## config.mk

```make
export PLATFORM = sky130hd
export DESIGN_NAME = eco32f_store_buffer
export DESIGN_NICKNAME = d
export VERILOG_FILES = /design/src/rtl/eco32f_store_buffer.sv
export SDC_FILE = /design/constraint.sdc
export NUM_CORES = 1
export LEC_CHECK = 0
export ABC_AREA = 1
export BUFFER_PORTS_ARGS = -buffer_cell sky130_fd_sc_hd__buf_2
export CAP_MARGIN = 5
export CORE_UTILIZATION = 60
export CTS_CLUSTER_DIAMETER = 150
export DETAILED_ROUTE_END_ITERATION = 12
export HOLD_SLACK_MARGIN = 0.05
export PLACE_DENSITY = 0.84
export SETUP_SLACK_MARGIN = 0.1
export SYNTH_ARGS = -nofsm -noshare
export SYNTH_HDL_FRONTEND = slang
export SYNTH_SLANG_ARGS = --single-unit
```

## constraint.sdc

```tcl
create_clock -name clk -period 10.75 [get_ports clk]
set_clock_uncertainty 0.15 [all_clocks]
set_input_delay 1.6125 -clock clk [delete_from_list [all_inputs] [get_ports clk]]
set_output_delay 1.6125 -clock clk [all_outputs]
set_load 0.005 [all_outputs]
```

## src/rtl/eco32f_store_buffer.sv

```systemverilog
`default_nettype none
// ============================================================================
//  Module   : eco32f_store_buffer
//  Purpose  : Posted-write buffer between the data-side LSU Wishbone master
//             and the system data bus. LSU stores are acked one cycle after
//             capture and drained to the bus in issue order. Loads and
//             refills pass straight through, but only once the buffer is
//             empty, so a load can never overtake an older store.
//  Ports    : clk, rst             - clock, synchronous active-high reset
//             lsu_*_i / lsu_*_o    - Wishbone slave side facing the LSU
//             dwbm_*_o / dwbm_*_i  - Wishbone master side facing the bus
//             sb_empty_o           - no queued store and no write in flight
//             sb_werr_o            - one-cycle pulse, buffered write errored
//  Revision : 1.0 - initial release
// ============================================================================
module eco32f_store_buffer #(
  parameter int DEPTH_LOG2 = 2
) (
  input  logic        clk,
  input  logic        rst,
  input  logic [31:0] lsu_adr_i,
  input  logic [31:0] lsu_dat_i,
  input  logic [3:0]  lsu_sel_i,
  input  logic        lsu_we_i,
  input  logic        lsu_stb_i,
  input  logic        lsu_cyc_i,
  input  logic [2:0]  lsu_cti_i,
  input  logic [1:0]  lsu_bte_i,
  output logic [31:0] lsu_dat_o,
  output logic        lsu_ack_o,
  output logic        lsu_err_o,
  output logic [31:0] dwbm_adr_o,
  output logic [31:0] dwbm_dat_o,
  output logic [3:0]  dwbm_sel_o,
  output logic        dwbm_we_o,
  output logic        dwbm_stb_o,
  output logic        dwbm_cyc_o,
  output logic [2:0]  dwbm_cti_o,
  output logic [1:0]  dwbm_bte_o,
  input  logic [31:0] dwbm_dat_i,
  input  logic        dwbm_ack_i,
  input  logic        dwbm_err_i,
  input  logic        dwbm_rty_i,
  output logic        sb_empty_o,
  output logic        sb_werr_o
);

  localparam int                  DEPTH      = 1 << DEPTH_LOG2;
  localparam logic [DEPTH_LOG2:0] c_DEPTH    = (DEPTH_LOG2 + 1)'(DEPTH);
  localparam logic [DEPTH_LOG2:0] c_CNT_ONE  = (DEPTH_LOG2 + 1)'(1);
  localparam logic [DEPTH_LOG2-1:0] c_PTR_ONE = DEPTH_LOG2'(1);

  typedef enum logic [1:0] {
    S_IDLE  = 2'd0,
    S_WRITE = 2'd1,
    S_RETRY = 2'd2,
    S_READ  = 2'd3
  } state_t;

  state_t r_state, w_state_nxt;

  // Entry storage: word address, data, byte selects
  logic [29:0] r_fifo_adr [DEPTH];
  logic [31:0] r_fifo_dat [DEPTH];
  logic [3:0]  r_fifo_sel [DEPTH];

  logic [DEPTH_LOG2-1:0] r_wr_ptr, r_rd_ptr;
  logic [DEPTH_LOG2:0]   r_count, w_count_nxt;

  // Head entry held stable for the whole write (including retries)
  logic [29:0] r_wadr;
  logic [31:0] r_wdat;
  logic [3:0]  r_wsel;

  logic r_ack;
  logic r_werr;

  logic w_push, w_pop, w_load_head;

  // r_ack gate stops the same store being captured twice while the LSU
  // is still holding stb in the cycle it sees the ack.
  assign w_push = lsu_cyc_i & lsu_stb_i & lsu_we_i & ~r_ack
                & (r_count < c_DEPTH) & (r_state != S_READ);
  assign w_pop  = (r_state == S_WRITE) & (dwbm_err_i | dwbm_ack_i);
  assign w_load_head = (r_state == S_IDLE) & (r_count != '0);

  always_comb begin
    w_count_nxt = r_count;
    case ({w_push, w_pop})
      2'b10:   w_count_nxt = r_count + c_CNT_ONE;
      2'b01:   w_count_nxt = r_count - c_CNT_ONE;
      default: w_count_nxt = r_count;
    endcase
  end

  always_comb begin
    w_state_nxt = r_state;
    case (r_state)
      S_IDLE: begin
        // Queued writes win over a waiting read to keep ordering
        if (r_count != '0)
          w_state_nxt = S_WRITE;
        else if (lsu_cyc_i && lsu_stb_i && !lsu_we_i)
          w_state_nxt = S_READ;
      end
      S_WRITE: begin
        if (dwbm_err_i || dwbm_ack_i)
          w_state_nxt = S_IDLE;
        else if (dwbm_rty_i)
          w_state_nxt = S_RETRY;
      end
      S_RETRY: w_state_nxt = S_WRITE;
      S_READ: begin
        if (!lsu_cyc_i)
          w_state_nxt = S_IDLE;
      end
      default: w_state_nxt = S_IDLE;
    endcase
  end

  always_ff @(posedge clk) begin
    if (rst) begin
      r_state  <= S_IDLE;
      r_wr_ptr <= '0;
      r_rd_ptr <= '0;
      r_count  <= '0;
      r_ack    <= 1'b0;
      r_werr   <= 1'b0;
    end else begin
      r_state <= w_state_nxt;
      r_count <= w_count_nxt;
      r_ack   <= w_push;
      r_werr  <= (r_state == S_WRITE) & dwbm_err_i;
      if (w_push)
        r_wr_ptr <= r_wr_ptr + c_PTR_ONE;
      if (w_pop)
        r_rd_ptr <= r_rd_ptr + c_PTR_ONE;
    end
  end

  always_ff @(posedge clk) begin
    if (w_push) begin
      r_fifo_adr[r_wr_ptr] <= lsu_adr_i[31:2];
      r_fifo_dat[r_wr_ptr] <= lsu_dat_i;
      r_fifo_sel[r_wr_ptr] <= lsu_sel_i;
    end
  end

  always_ff @(posedge clk) begin
    if (rst) begin
      r_wadr <= '0;
      r_wdat <= '0;
      r_wsel <= '0;
    end else if (w_load_head) begin
      r_wadr <= r_fifo_adr[r_rd_ptr];
      r_wdat <= r_fifo_dat[r_rd_ptr];
      r_wsel <= r_fifo_sel[r_rd_ptr];
    end
  end

  // Bus/LSU output muxing: READ is a combinational pass-through,
  // everything else presents the registered head entry.
  always_comb begin
    dwbm_adr_o = {r_wadr, 2'b00};
    dwbm_dat_o = r_wdat;
    dwbm_sel_o = r_wsel;
    dwbm_we_o  = (r_state == S_WRITE);
    dwbm_stb_o = (r_state == S_WRITE);
    dwbm_cyc_o = (r_state == S_WRITE);
    dwbm_cti_o = 3'b111;
    dwbm_bte_o = 2'b00;
    lsu_dat_o  = '0;
    lsu_ack_o  = r_ack;
    lsu_err_o  = 1'b0;
    if (r_state == S_READ) begin
      dwbm_adr_o = lsu_adr_i;
      dwbm_sel_o = lsu_sel_i;
      dwbm_we_o  = 1'b0;
      dwbm_stb_o = lsu_stb_i;
      dwbm_cyc_o = lsu_cyc_i;
      dwbm_cti_o = lsu_cti_i;
      dwbm_bte_o = lsu_bte_i;
      lsu_dat_o  = dwbm_dat_i;
      lsu_ack_o  = dwbm_ack_i;
      lsu_err_o  = dwbm_err_i;
    end
  end

  assign sb_empty_o = (r_count == '0) & (r_state != S_WRITE) & (r_state != S_RETRY);
  assign sb_werr_o  = r_werr;

endmodule
`default_nettype wire

```

# --- Word-level counts from Yosys, hierarchy flattened ---
# Memory sizes are Yosys's and may differ from the RTL's. A register that Yosys moved wholly into a read port is not among the register bits.
# Cells that the tools add are included.
classes:
  n_addsub: 4
  order_cmp: 1
  eq_ne: 11
  n_mux: 19
  n_bitwise: 12
  n_reduce_logical: 9
ops:
  columns: ["operator", "n"]
  rows:
  - ["two-way mux 32 bit", 2]
  - ["two-way mux 2 bit", 6]
  - ["AND 1 bit", 10]
  - ["case mux 2 bit (4 select lines)", 1]
  - ["two-way mux 1 bit", 7]
  - ["== test 2 bit (second input constant)", 3]
  - ["inequality test 2 bit (second input constant)", 3]
  - ["case mux 3 bit (2 select lines)", 1]
  - ["adder 2 x 1 -> 2 bit (second input constant)", 2]
  - ["== test 2 x 1 -> 1 bit (second input constant)", 2]
  - ["two-way mux 4 bit", 1]
  - ["adder 3 x 1 -> 3 bit (second input constant)", 1]
  - ["logical NOT 3 bit", 1]
  - ["less-than comparator 3 bit (second input constant)", 1]
  - ["two-way mux 3 bit", 1]
  - ["inequality test 3 x 1 -> 1 bit (second input constant)", 1]
  - ["inequality test 3 bit (second input constant)", 1]
  - ["AND reduction 3 bit", 1]
  - ["nonzero test 3 bit", 1]
  - ["subtractor 3 x 1 -> 3 bit (second input constant)", 1]
  - ["logical AND 1 bit", 2]
  - ["logical NOT 2 bit", 1]
  - ["inequality test 2 x 1 -> 1 bit (second input constant)", 1]
  - ["nonzero test 2 bit", 1]
  - ["other kinds (4)", 4]
word_totals:
  register_bits: 11
  mem_bits_rw: 264
  inputBits: 113
  out_inout_bits: 112
  wordCells: 65
  n_memories: 3
memory_table:
  columns: ["name", "depth", "word_bits", "read_ports", "rd_clocked_by_memory_dff", "write_ports", "line_no", "text"]
  rows:
  - ["r_fifo_dat", 4, 32, 1, 1, 1, "64", "logic [31:0] r_fifo_dat [DEPTH];"]
  - ["r_fifo_adr", 4, 30, 1, 1, 1, "63", "logic [29:0] r_fifo_adr [DEPTH];"]
  - ["r_fifo_sel", 4, 4, 1, 1, 1, "65", "logic [3:0] r_fifo_sel [DEPTH];"]

# --- Depth between registers and ports, before layout ---
logic_depth:
  depth_word: 7
  depth_mapped: 12
  depth_no_buf: 12

# --- Worst setup path after synthesis ---
# OpenSTA, ideal clock, no wires.
synth_path:
  path_kind: "input -> register"
  from: "input lsu_cyc_i"
  to: "memory r_fifo_adr[0][0], enable pin"
  setup_ps: 490
  t_arrival_ps: 4747
  required_time_ps: 10110
  path_slack_ps: 5363
  path_stages: 4
  n_path_buf: 0
  path_cell_list: "nand3_1 nor2_1 nand2_2 nor2_1"
synth_between:
  elab_chain_len: 7
synth_rtl:
  columns: ["item", "line_no", "text"]
  rows:
  - ["from (decl)", "26", "input logic lsu_cyc_i,"]
  - ["AND 1 bit (3 in a row)", "82", "assign w_push = lsu_cyc_i & lsu_stb_i & lsu_we_i & ~r_ack"]
  - ["AND 1 bit (2 in a row)", "83", "& (r_count < c_DEPTH) & (r_state != S_READ);"]
  - ["two-way mux 1 bit", "142", "if (w_push) begin"]
  - ["two-way mux 1 bit (not written as such)", "143", "r_fifo_adr[r_wr_ptr] <= lsu_adr_i[31:2];"]
  - ["to (decl)", "63", null]
# No other way between the ends.

# --- Worst setup path in the final report ---
layout_path:
  from: "register r_state[1]"
  to: "output dwbm_adr_o[29]"
layout_between:
  elab_chain_len: 2
layout_rtl:
  columns: ["item", "line_no", "text"]
  rows:
  - ["from (decl)", "60", "state_t r_state, w_state_nxt;"]
  - ["from (signal assigned)", "130", "r_state <= w_state_nxt;"]
  - ["== test 2 bit", "175", "if (r_state == S_READ) begin"]
  - ["two-way mux 32 bit", "175", null]
  - ["to (decl)", "32", "output logic [31:0] dwbm_adr_o,"]
# No other way between the ends.

==> summary.txt <==
Outcome
  – Run status: complete, no violations

Layout
  – Area delta synth->final: 16.8%
  – Ratio of cells with drive above 1 in the final layout: 18.2%
  – Final design area excluding fillers: between 15,000 and 20,000 sq um
  – Non-filler instance count after layout: 1,979
  – Net count, final: 1,757
  – Utilization after layout: 72.0%

Die
  – Initial cell density of the core: 61.7%
  – Core area: 22,800 sq um
  – Floorplan die height: between 150 and 200 um
  – Die outline area: 24,000 sq um
  – Top-level I/O count: 225
  – Overall die width: 155 um
  – Cell row count: 55

Global routing
  – Antenna violations before repair: 3
  – Overall global routing resource usage: 25.5%
  – Vias in the first global route: 9,607
  – Global-route wire length before repair: ~48,000 um
  – Residual overflow from global routing: 0
  – Largest net degree at the start of global routing: 86

Synthesis
  – Post-synth design cell area: 14,100 sq um
  – #FFs+latches synth: 341
  – Most used standard cells in the synthesized netlist: 450 x nor2_1, 264 x edfxtp_1, 250 x nand2_1, 119 x inv_1, 92 x o21ai_0
  – Cells taking the most area after synthesis: edfxtp_1 56%, nor2_1 12%, dfxtp_1 11%
  – Most used flip-flop cell after synthesis: edfxtp_1
  – Cell accounting for the most synthesized area: edfxtp_1
  – Avg Inst Size Synth: approximately 9.8 sq um
  – Count of yosys warnings during synthesis: 0
  – Most common cell in the synthesized netlist: nor2_1
  – Net Count, Synth: 1,559
  – Fraction of the yosys area taken by sequential cells: just under 70%
  – Share of synthesized flip-flops with an asynchronous set or reset: 0%
  – Number of synthesized flops with an enable pin: 264
  – Yosys cell types: 23
  – Synth top area share: 56.4%
  – Number of instances in the synthesized netlist: 1,440

Critical path
  – Register-to-register path setup slack: about 7.3 ns
  – Data arrival time of the worst path: 2.30 ns
  – Type of destination of the critical path: primary output
  – CP Launch Type: flip-flop
  – Data required, critical path: 8.99 ns
  – Worst Reg-to-Reg Cells: 7
  – Worst Path Class, Setup: flip-flop to primary output
  – Crit Path Max Fanout: 48

Placed design
  – DPL Wire Length: 17,000 um
  – Count of placed standard cells including taps: 1,914
  – Placement Cell Area: 15,300 sq um
  – Pre-CTS WS: 6.49 ns
  – Final weighted congestion of routability-driven global placement: 0.796
  – Count of input and output buffers: 224

Clock tree
  – Hold_buf cts: 0
  – Max clock buf depth: 3
  – Number of buffers created by CTS: 35
  – Setup repair bufs after CTS: 0
  – Number of H-tree levels: 2
  – Number of clock sinks: 341
  – CTS tree: done
  – Clock tree root driver cell: clkbuf_16
  – Clock network latency to the later pin of the worst-skew pair: 0.50 ns
  – Clock transition at the register clock pins on the worst setup and hold paths after CTS: 0.06 ns
  – Number of gates resized after cts: 0

STA
  – Count of final setup violators: 0
  – Final slew viol count: 0
  – Crit path time final: 4.06 ns
  – Hold Violations, Final: 0
  – Worst rel slew slack: 30.6%
  – Total negative slack: 0 ns
  – Final worst-path cycle share: 37.8%
  – Final worst setup slack: around 6.7 ns
  – Max frequency: about 250 MHz
  – Transition time of the tightest slew-check pin: 1.04 ns
  – Worst hold margin: ~0.36 ns
  – Unrepaired setup endpoints after global routing: false

Flow run
  – Max_cap viols: 0

Route
  – Aggregate routed wire length: 30,100 um
  – Number of DRC violations after detailed routing: 0
  – Via count: 10,100
  – ANT nets after route: 0
  – Number of detailed-route iterations in the first pass: 7
  – Vias/cell: 5.09
  – Average wire length per cell after detail routing: 15.2 um
  – Initial DRC Count: just over 800

Worst hold path
  – Type of the most critical hold path: flip-flop to flip-flop
  – Hold Path Depth: 4

Power
  – Pleak: 7.07 nW
  – Peak supply drop: 0.000187 V
  – Overall power of the completed layout: 3.94 mW
  – Cell area power density: 240 nW/um^2
-- layout by cell type, fill, tap and decap left out, drive strengths merged --
| cell | count |
|---|---|
| nand3 | 7 |
| ha | 5 |
| buf | 236 |
| nor2 | 451 |
| bufinv | 1 |
| or2 | 3 |
| a21oi | 6 |
| clkbuf | 50 |
| nor3 | 2 |
| edfxtp | 264 |
| clkinv | 10 |
| inv | 124 |
| diode | 2 |
| nand2 | 252 |
| fa | 1 |
| dfxtp | 77 |
| nand3b | 1 |
| o21ai | 172 |
| clkinvlp | 2 |
-- per-layer routing --
layer  share of wire (%)  routed length, um  vias up  global-route usage [%]
li1                    -                  -     5027                       -
met1                  42              12600     4649                    33.4
met2                  49              14700      339                    43.7
met3                 7.1               2130       55                    4.07
met4                 2.1                637        2                    8.30
met5               0.043                 13        -                       0
-- report_power, final --
| part | leakage [nW] | switching [mW] | internal [mW] |
|---|---|---|---|
| clock | 0.546 | 0.468 | 0.694 |
| sequential | 3.02 | 0.0803 | 1.58 |
| combinational | 3.51 | 0.720 | 0.397 |
-- layout make-up --
| type | count | area [sq um] |
|---|---|---|
| sequential | 341 | 9470 |
| tap | 313 | 392 |
| antenna | 2 | 5.00 |
| timing repair buffer | 236 | 1210 |
| clock buffer | 50 | 1040 |
| inverter | 124 | 468 |
| clock inverter | 13 | 87.6 |
| fill | 1617 | 6370 |
| multi-input combinational | 900 | 3740 |
-- worst max-delay path, stage by stage (launching register included) --
cell and delay (ns):
dfxtp_1 0.39, nand2_1 0.13, inv_2 0.32, buf_4 0.51
nand2_1 0.10, o21ai_0 0.14, buf_2 0.17
-- kinds of logic after synthesis --
family	share of synthesized area [%]
adder cells (fa/ha/maj)	0.588
AO/OA/AOI/OAI	6.34
buffers and inverters	6.27
AND/OR/NAND/NOR	19.4
flip-flops	67.4
-- path summary, 6_finish.rpt --
check / from / end
setup / recovery: r_state[1] / dwbm_adr_o[29]
hold / removal: dwbm_dat_o[10] / dwbm_dat_o[10]
setup reg to reg: r_state[1] / r_fifo_adr[0][18]
hold reg to reg: dwbm_dat_o[10] / dwbm_dat_o[10]
-- sequential cells by signal, summed over array words and instances (netlist names) --
register    cells
r_fifo_sel     16
r_state         2
r_count         3
r_wr_ptr        2
r_fifo_dat    128
r_ack           1
r_wsel          4
r_wadr         30
sb_werr_o       1
dwbm_dat_o     32
r_fifo_adr    120
r_rd_ptr        2
No activity file was read; power rests on OpenSTA's default activity.
